$ cat src/rtl/lsu_pkg.sv
// lsu_pkg: shared op encodings, FSM states and memory-window defaults for the LSU initiator.
package lsu_pkg;

    localparam logic [2:0] LSU_LW  = 3'd0;
    localparam logic [2:0] LSU_LB  = 3'd1;
    localparam logic [2:0] LSU_LBU = 3'd2;
    localparam logic [2:0] LSU_SW  = 3'd3;
    localparam logic [2:0] LSU_SB  = 3'd4;

    localparam logic [31:0] LSU_MEM_BASE  = 32'hFFFF_FF00;
    localparam int          LSU_MEM_WORDS = 256;

    typedef enum logic [1:0] {
        S_IDLE,
        S_ACCESS,
        S_WAIT,
        S_RESP
    } lsu_state_t;

    function automatic logic lsu_is_legal(input logic [2:0] op);
        return op <= LSU_SB;
    endfunction

    function automatic logic lsu_is_store(input logic [2:0] op);
        return op == LSU_SW || op == LSU_SB;
    endfunction

endpackage

$ cat src/rtl/lsu_load_ext.sv
// lsu_load_ext: load result extension (word, signed byte, unsigned byte); stores and illegal ops give 0.
module lsu_load_ext
    import lsu_pkg::*;
(
    input  logic [2:0]  i_op,
    input  logic [31:0] i_data,
    output logic [31:0] o_ext
);

    always_comb
        o_ext = i_op == LSU_LW  ? i_data :
                i_op == LSU_LB  ? {{24{i_data[7]}}, i_data[7:0]} :
                i_op == LSU_LBU ? {24'b0, i_data[7:0]} : '0;

endmodule

$ cat src/rtl/lsu_mem_initiator.sv
// lsu_mem_initiator: MEM-stage load/store initiator driving a word-addressed data memory.
// Define LSU_RANGE_CHECK_EN to fault requests outside MEM_BASE..MEM_BASE+MEM_WORDS-1.
module lsu_mem_initiator
    import lsu_pkg::*;
#(
    parameter int          RD_LAT    = 0,
    parameter logic [31:0] MEM_BASE  = LSU_MEM_BASE,
    parameter int          MEM_WORDS = LSU_MEM_WORDS
) (
    input  logic        clk,
    input  logic        reset,
    input  logic        req_valid,
    output logic        req_ready,
    input  logic [2:0]  req_op,
    input  logic [31:0] req_addr,
    input  logic [31:0] req_wdata,
    output logic        resp_valid,
    output logic [31:0] resp_rdata,
    output logic        resp_fault,
    output logic        stall,
    output logic [31:0] mem_addr,
    output logic [31:0] mem_wdata,
    output logic        mem_write,
    output logic        mem_write_eight,
    input  logic [31:0] mem_rdata
);

`ifdef LSU_RANGE_CHECK_EN
    localparam bit RANGE_CHECK = 1'b1;
`else
    localparam bit RANGE_CHECK = 1'b0;
`endif

    lsu_state_t  r_state;
    logic [2:0]  r_op;
    logic [31:0] r_addr;
    logic [31:0] r_wdata;
    logic [31:0] r_rdata;
    logic        r_fault;
    logic [3:0]  r_cnt;
    logic [31:0] w_ext;
    logic        w_in_range;
    logic        w_go;

    // Offset subtraction wraps, so a single unsigned compare covers both window edges.
    assign w_in_range = !RANGE_CHECK || ((req_addr - MEM_BASE) < 32'(MEM_WORDS));
    assign w_go       = lsu_is_legal(req_op) && w_in_range;

    lsu_load_ext u_load_ext (
        .i_op   (r_op),
        .i_data (mem_rdata),
        .o_ext  (w_ext)
    );

    assign req_ready       = r_state == S_IDLE;
    assign stall           = r_state != S_IDLE;
    assign resp_valid      = r_state == S_RESP;
    assign resp_rdata      = r_rdata;
    assign resp_fault      = r_fault;
    assign mem_addr        = r_addr;
    assign mem_wdata       = r_wdata;
    assign mem_write       = r_state == S_ACCESS && r_op == LSU_SW;
    assign mem_write_eight = r_state == S_ACCESS && r_op == LSU_SB;

    always_ff @(posedge clk or posedge reset) begin
        if (reset) begin
            r_state <= S_IDLE;
            r_op    <= '0;
            r_addr  <= '0;
            r_wdata <= '0;
            r_rdata <= '0;
            r_fault <= 1'b0;
            r_cnt   <= '0;
        end else begin
            case (r_state)
                S_IDLE: begin
                    if (req_valid && w_go) begin
                        r_state <= S_ACCESS;
                        r_op    <= req_op;
                        r_addr  <= req_addr;
                        r_wdata <= req_wdata;
                    end else if (req_valid) begin
                        r_state <= S_RESP;
                        r_rdata <= '0;
                        r_fault <= 1'b1;
                    end
                end
                S_ACCESS: begin
                    // Stores resolve to 0 through the extender, so they share the load capture.
                    if (lsu_is_store(r_op) || RD_LAT == 0) begin
                        r_state <= S_RESP;
                        r_rdata <= w_ext;
                        r_fault <= 1'b0;
                    end else begin
                        r_state <= S_WAIT;
                        r_cnt   <= 4'(RD_LAT);
                    end
                end
                S_WAIT: begin
                    if (r_cnt == 4'd1) begin
                        r_state <= S_RESP;
                        r_rdata <= w_ext;
                        r_fault <= 1'b0;
                    end else begin
                        r_cnt <= r_cnt - 4'd1;
                    end
                end
                default: r_state <= S_IDLE;
            endcase
        end
    end

endmodule

$ cat config.mk
export PLATFORM = sky130hd
export DESIGN_NAME = lsu_mem_initiator
export DESIGN_NICKNAME = d
export VERILOG_FILES = /design/src/rtl/lsu_pkg.sv /design/src/rtl/lsu_load_ext.sv /design/src/rtl/lsu_mem_initiator.sv
export SDC_FILE = /design/constraint.sdc
export NUM_CORES = 1
export LEC_CHECK = 0
export CAP_MARGIN = 20
export CORE_MARGIN = 2
export CORE_UTILIZATION = 40
export DETAILED_ROUTE_END_ITERATION = 6
export PLACE_DENSITY_LB_ADDON = 0.1
export SLEW_MARGIN = 20
export SYNTH_ARGS = -nofsm -noshare
export SYNTH_HDL_FRONTEND = slang
export SYNTH_HIERARCHICAL = 1
export SYNTH_SLANG_ARGS = --single-unit
$ cat constraint.sdc
create_clock -name clk -period 6 [get_ports clk]
set_input_delay 0.9 -clock clk [delete_from_list [all_inputs] [get_ports clk]]
set_output_delay 0.9 -clock clk [all_outputs]
set_load 0.01 [all_outputs]
Yosys cells after proc, flatten, opt, wreduce, memory -nomap -nowiden
Index checks and enable logic that the tools add are counted.
{"block": "op_classes", "n_addsub": 1, "multipliers": 0, "n_div": 0, "magnitude_cmp": 1, "eq_ne": 12, "shift": 0, "muxes": 15, "n_bitwise": 1, "n_reduce_logical": 11}
{"operator": "32-bit 2-to-1 mux", "count": 5}
{"operator": "32-bit case mux with 3 select lines", "count": 1}
{"operator": "8-bit 2-to-1 mux", "count": 1}
{"operator": "3-bit by 2-bit == test with 1-bit output (second input constant)", "count": 2}
{"operator": "2-bit 2-to-1 mux", "count": 3}
{"operator": "2-bit != test (second input constant)", "count": 3}
{"operator": "2-bit case mux with 3 select lines", "count": 1}
{"operator": "2-bit AND reduction", "count": 3}
{"operator": "2-bit == test (second input constant)", "count": 2}
{"operator": "4-bit by 1-bit == test with 1-bit output (second input constant)", "count": 1}
{"operator": "4-bit AND reduction", "count": 1}
{"operator": "4-bit by 1-bit subtractor with 4-bit output (second input constant)", "count": 1}
{"operator": "3-bit by 1-bit == test with 1-bit output (second input constant)", "count": 1}
{"operator": "3-bit == test (second input constant)", "count": 1}
{"operator": "3-bit less-or-equal comparator (second input constant)", "count": 1}
{"operator": "1-bit logical AND", "count": 3}
{"operator": "3-bit zero test", "count": 1}
{"operator": "1-bit 2-to-1 mux", "count": 3}
{"operator": "3-bit by 2-bit != test with 1-bit output (second input constant)", "count": 1}
{"operator": "1-bit case mux with 3 select lines", "count": 1}
{"operator": "3-bit nonzero test", "count": 1}
{"operator": "2-bit by 1-bit == test with 1-bit output (second input constant)", "count": 1}
{"operator": "2-bit zero test", "count": 1}
{"operator": "2-bit nonzero test", "count": 1}
{"operator": "1-bit inverter", "count": 1}
{"block": "totals", "register_bits": 106, "latchBits": 0, "ramBits": 0, "mem_bits_ro": 0, "in_bits": 102, "out_inout_bits": 102, "wordCells": 48, "memories": 0}

Longest topological paths before layout
Gate-level depths: netlist of the first run.
{"block": "logic_depth", "ltp_word": 6, "mapped_depth": 8, "mapped_depth_nobuf": 6}

Cells and area by module
The synthesis of the first run kept the hierarchy.
{"module": "lsu_mem_initiator", "instances": 1, "cells_each": 326, "area_each_um2": 4299.1, "seq_area_each_um2": 2652.5}
{"module": "lsu_load_ext", "instances": 1, "cells_each": 66, "area_each_um2": 457.9, "seq_area_each_um2": 0.0}

Worst setup path before layout of the first run
No wires, ideal clock.
{"block": "synth_path", "kind": "input-to-reg", "from": "in req_op[0]", "to": "reg r_addr[22], in the netlist mem_addr[22]", "setup_time_ps": 125, "t_arrival_ps": 2074, "required_ps": 5875, "setup_slack_ps": 3801, "stages": 6, "n_path_buf": 3, "cell_sequence": "o21ai_1 -> and3_1 -> clkbuf_2 -> buf_2 -> buf_2 -> mux2_2"}
{"block": "synth_via", "elab_chain_cells": 3}
{"element": "start, declared", "line": "lsu_mem_initiator.sv:14", "source": "input logic [2:0] req_op,"}
{"element": "3-bit less-or-equal comparator", "line": "lsu_pkg.sv:21", "source": "return op <= LSU_SB;"}
{"element": "1-bit logical AND", "line": "lsu_mem_initiator.sv:77", "source": "if (req_valid && w_go) begin"}
{"element": "2-bit AND reduction (no line)"}
{"element": "end signal, assigned", "line": "lsu_mem_initiator.sv:80", "source": "r_addr <= req_addr;"}
{"element": "end, declared", "line": "lsu_mem_initiator.sv:36", "source": "logic [31:0] r_addr;"}
No other way between the ends.
A chain may end at the register's enable or synchronous reset.

Final worst setup path of the first run
{"block": "layout_path", "from": "reg r_op[0]", "to": "out mem_write"}
{"block": "layout_via", "elab_chain_cells": 2}
{"element": "start, declared", "line": "lsu_mem_initiator.sv:35", "source": "logic [2:0] r_op;"}
{"element": "start signal, assigned", "line": "lsu_mem_initiator.sv:79", "source": "r_op <= req_op;"}
{"element": "3-bit by 2-bit == test with 1-bit output"}
{"element": "1-bit logical AND", "line": "lsu_mem_initiator.sv:62", "source": "assign mem_write = r_state == S_ACCESS && r_op == LSU_SW;"}
{"element": "end, declared", "line": "lsu_mem_initiator.sv:23", "source": "output logic mem_write,"}
No other way between the ends.

==> impl_metrics.ini, run 1 <==
[outcome]
run_status = finished with violations
failed_checks = design-rule violations

[timing]
rsz0062_at_grt = no
finalCriticalPeriod_ns = 2.93
max_slew.worst_pin.slew_ns = 0.965
hold_viol_final = 0
fin_tns_setup_ns = 0
maxSlewHeadroom = 0.357
min_period_over_period = 0.489
max_freq_mhz = 341
setup_violations = 0
finalClockSkew_ns = 0.00741
final_max_slew_viol_count = 0

[detailed_routing]
drt-initial-drc-count = 131
drt_wl_total_mm = 12.3
detail_route.wl_per_cell_um = 16.9
drc = 11
vias = 3624
ant_nets = 0
drt-vias-per-instance = 4.96
dr.pass1.iters = 6

[yosys]
yosysTopAreaCell = dfrtp_1
synth-edff-count = 0
syn_avg_cell_area_um2 = 12.1
yosysTopAreaCellShare = 0.558
postSynth.asyncResetShare = 1.00
synth_warnings = 6
yosysSeqAreaShare = 0.558
syn_area_mm2 = 0.00476
synth_ff_type = dfrtp_1
ys_ff_latch = 106
synth.distinct_cells = 31
synthTopCellsByArea = dfrtp_1 56%, mux2_2 16%, a22o_1 5.3%, a21oi_2 3.7%, nand2b_1 3.3%
syn_inst = 392
syn_nets = 501

[clock_tree]
post_cts_buffers = 0
root_buffer = clkbuf_16
cts_resized = 0
cts_num_sinks = 106
h-tree-depth = 3
ctsHoldBuffers = 0
clockBufferDepth = 2
cts_tree = done
path_clk_slew_ns = 0.07
cts_buffers = 9
clk_latency_ns = 0.34

[setup_path]
crit_path_start_kind = flop
cp-end-kind = output port
cp_slowest_cell = dfrtp_1
path_cells = and4b_1, clkdlybuf4s50_1
startpoint = r_op[0]
cp.arrival_ns = 2.03
cp_max_fo = 29
required_ns = 5.10
r2r_start = r_state[1]
critPathKind = flop to output port
critPathMaxStageDelay_ns = 0.83

[die]
rows = 39
top_level_ports = 204
die_h_um = 113
core-area_mm2 = 0.0115
start_util = 0.413
fp.dieArea_mm2 = 0.0128
die_x_um = 113

[placed_design]
portBuffers = 203
gp_congestion = 0.732
dp.cells = 715
dp_hpwl_mm = 8.76

[power]
clockPowerShare = 0.174
power_frac_seq = 0.338
ir_drop_v = 0.000277
p_comb_frac = 0.488
internal_power_uw = 2320
total_power_uw = 3560
p_per_area_mw_per_mm2 = 497
p_sw_frac = 0.348
p_leak_uw = 0.00301
switchingPower_uw = 1240

[job]
drv_cap = 0

[finish]
final_core_util = 0.622
final_common_cell = clkdlybuf4s50_1
num_antenna_cells = 0
layout.cells.non_filler = 730
final_nets = 692
most-common-layout-cells = 203 x clkdlybuf4s50_1, 106 x dfrtp_1, 68 x mux2_2, 34 x nand2_1, 31 x nor2_1
drive_above_1_share = 0.191
area_delta_synth_final_pct = 50.6

[grt]
antenna_found_initial = 0
grt_pass1_wl_mm = 19.7
grt_pass1_vias = 3800
gr-usage-all-layers = 0.197
grt_max_degree = 69
grt-ovfl-total = 0

[min_path]
hp-start = resp_rdata[19]
hold_class = flop to flop
[power by group through the flow]
stage / clock network, uW / logic, uW / registers (uW)
after floorplan: 0 / 892 / 1300
after global placement: 0 / 1730 / 1200
after detailed placement: 0 / 1760 / 1210
after CTS: 640 / 1770 / 1210
after global routing: 666 / 1890 / 1250
final: 618 / 1740 / 1200
[worst max-delay path, delay by kind of cell (launching register included)]
kind / cells / cell delay [ns]
simple gates: 1 / 0.31
flops: 1 / 0.83
buf+inv: 1 / 0.56
[per-layer routing]
metal,wire length (um),vias to the layer above,track usage
met4,208,0,0.0593
li1,-,1730,-
met1,5000,1762,0.244
met2,5980,118,0.317
met3,1120,14,0.0814
met5,0,-,0
[through the flow]
step | instance area [um^2] | hold slack [ns] | worst slack [ns]
floorplan | 4760 | 0.472 | 2.31
global placement | 6850 | 0.476 | 2.77
detailed placement | 6850 | 0.483 | 2.74
CTS | 7160 | 0.497 | 2.97
global route | 7160 | 0.521 | 2.83
finish | 7160 | 0.492 | 3.07
[worst paths after layout]
check | to | slack [ns] | cells after the start
setup / recovery | mem_write | 3.07 | 2
hold / removal | resp_rdata[19] | 0.49 | 1
setup reg to reg | resp_rdata[31] | 3.63 | 7
hold reg to reg | resp_rdata[19] | 0.49 | 1
max in group asynchronous | resp_rdata[20] | 3.81 | 3
min in group asynchronous | mem_addr[12] | 1.03 | 2
[cells in the mapped netlist, drive strengths merged (4+ instances only)]
| master | number |
|---|---|
| buf | 17 |
| ha | 7 |
| a22o | 29 |
| inv | 7 |
| nand2 | 35 |
| o21ai | 5 |
| a21oi | 26 |
| clkbuf | 11 |
| nor2 | 32 |
| nand2b | 25 |
| a32o | 4 |
| dfrtp | 106 |
| mux2 | 68 |
| and2 | 8 |
[flip-flops by register name (all words and copies together), names as in the netlist]
| register | count |
|---|---|
| mem_addr | 32 |
| mem_wdata | 32 |
| resp_rdata | 32 |
| r_cnt | 4 |
| r_op | 3 |
| r_state | 2 |
| resp_fault | 1 |
[logic make-up after synthesis]
| logic type | Yosys count | share of synthesized area |
|---|---|---|
| fa+ha+maj | 7 | 0.0184 |
| xor+xnor | 1 | 0.00184 |
| buf+inv | 35 | 0.0389 |
| mux | 68 | 0.161 |
| flops | 106 | 0.558 |
| compound gates | 66 | 0.113 |
| simple gates | 109 | 0.109 |
[area by class of cell]
type                            instances  area [um^2]
Fill cell                             969         4350
Multi-Input combinational cell        251         1920
Timing Repair Buffer                  208         2070
Clock inverter                          5         78.8
Sequential cell                       106         2650
Tap cell                              143          179
Inverter                                7         28.8
Clock buffer                           10          229
(Power assumes the default switching activity.)
==> inputs of run 2 (changes only) <==
Settings changed: CORE_UTILIZATION 40 to 39.
Clock period 6 ns to 2.7 ns, I/O delays scaled along.
==> impl_metrics.ini, run 2 (synthesis gave the netlist of run 1 again) <==
[placed_design]
dpl_cell_area_mm2 = 0.00693
portBuffers = 203
dp_slack_ns = 0.417
dp_hpwl_mm = 8.78
gp_congestion = 0.764

[power]
p_per_area_mw_per_mm2 = 1090
p_leak_uw = 0.00302
ir_drop_v = 0.000578
total_power_uw = 7810

[finish]
num_antenna_cells = 0
final_common_cell = clkdlybuf4s50_1
final_core_util = 0.602
multi_input_area_mm2 = 0.00192
final_cell_area_mm2 = 0.00720
most-common-layout-cells = 203 x clkdlybuf4s50_1, 106 x dfrtp_1, 68 x mux2_2, 34 x nand2_1, 31 x nor2_1
regArea_mm2 = 0.00265
area_delta_synth_final_pct = 51.3
fillers = 1000
final_nets = 697
drive_above_1_share = 0.196

[detailed_routing]
dr.pass1.iters = 4
drt-vias-per-instance = 4.99
drc = 0
drt_wl_total_mm = 12.2
detail_route.wl_per_cell_um = 16.5
drt-initial-drc-count = 160
ant_nets = 0
vias = 3690

[grt]
gr-usage-all-layers = 0.193
antenna_found_initial = 0
grt_pass1_wl_mm = 19.5
grt_pass1_vias = 3835
grt-ovfl-total = 0
grt_max_degree = 68

[die]
core-area_mm2 = 0.0120
start_util = 0.398
top_level_ports = 204
die_x_um = 114
rows = 40
die_h_um = 114
fp.dieArea_mm2 = 0.0131

[timing]
max_freq_mhz = 449
rsz0062_at_grt = no
fin_ws_ns = 0.472
fin_tns_setup_ns = 0
min_period_over_period = 0.825
final_max_slew_viol_count = 0
finalClockSkew_ns = 0.00657
finalCriticalPeriod_ns = 2.23
setup_violations = 0
maxSlewHeadroom = 0.550
max_slew.worst_pin.slew_ns = 0.673
hold_viol_final = 0

[clock_tree]
root_buffer = clkbuf_16
cts_tree = done
path_clk_slew_ns = 0.07
post_cts_buffers = 0
cts_num_sinks = 106
clk_latency_ns = 0.35
cts_resized = 0
h-tree-depth = 3
ctsHoldBuffers = 0
clockBufferDepth = 2
cts_buffers = 9

[min_path]
hold_depth = 1
hold_class = flop to flop

[setup_path]
worst-r2r-cell-count = 7
cp_slowest_cell = clkdlybuf4s50_1
cp-end-kind = output port
required_ns = 2.30
cp_max_fo = 5
cp.arrival_ns = 1.82
critPathKind = flop to output port
critPathMaxStageDelay_ns = 0.59
path_cells = inv_1, ha_1, nand2_1, nor3_1, clkdlybuf4s50_1
path_buf_inv = 2
critPathTopFamily = buffers and inverters
cp.depth = 5
crit_path_start_kind = flop

[job]
drv_cap = 0

[outcome]
run_status = completed
run 2: cell types whose count changed in the layout (fill, tap and decap cells not counted):
cell / delta
buf_12: +3
buf_4: +2
bufinv_16: -2
clkinvlp_4: +2
clkbuf_1: +1
clkinv_2: +1
clkinv_4: +1
inv_4: -1
inv_6: -1
or3_1: +1
or3_2: -1
run 2: worst paths after layout:
| check | endpoint | from | slack (ns) |
|---|---|---|---|
| worst min register to register | resp_rdata[21] | resp_rdata[21] | 0.49 |
| worst min-delay path | resp_rdata[21] | resp_rdata[21] | 0.49 |
| min in group asynchronous | mem_addr[6] | reset | 0.50 |
| max in group asynchronous | r_cnt[2] | reset | 1.52 |
| worst max-delay path | mem_write_eight | r_state[1] | 0.47 |
| worst max register to register | resp_rdata[4] | r_cnt[1] | 0.65 |
run 2: worst reg2reg max path, cell delays in order (launching register included):
cell and delay [ns]:
dfrtp_1 0.40, inv_1 0.09, ha_1 0.18, nor3b_1 0.20, o22ai_1 0.20, or3_1 0.34, buf_4 0.24, a22o_1 0.29
run 2: metal layers:
layer  GRT usage  routed length, um  vias to the layer above  part of all wire
met4      0.0797                262                        0             0.021
met1       0.247               5190                     1811              0.42
met2       0.295               5730                      119              0.47
li1            -                  -                     1742                 -
met3      0.0725               1040                       18             0.085
met5           0                  0                        -                 0
run 2: area by class of cell:
| type | count | share of cell area |
|---|---|---|
| timing repair buffer | 213 | 0.298 |
| clock inverter | 5 | 0.00435 |
| multi-input combinational | 251 | 0.267 |
| tap | 147 | 0.0256 |
| sequential | 106 | 0.369 |
| clock buffer | 11 | 0.0323 |
| inverter | 7 | 0.00417 |
run 2: metrics by stage:
step | hold slack, ns | instances
6_report | 0.492 | 740
5_1_grt | 0.521 | 740
4_1_cts | 0.498 | 740
3_5_place_dp | 0.484 | 724
3_3_place_gp | 0.478 | 724
2_1_floorplan | 0.472 | 392
run 2: where the power goes:
group | total (uW) | internal, uW | switching (uW)
registers | 2620 | 2250 | 374
clock network | 1200 | 624 | 579
logic | 3990 | 2160 | 1830
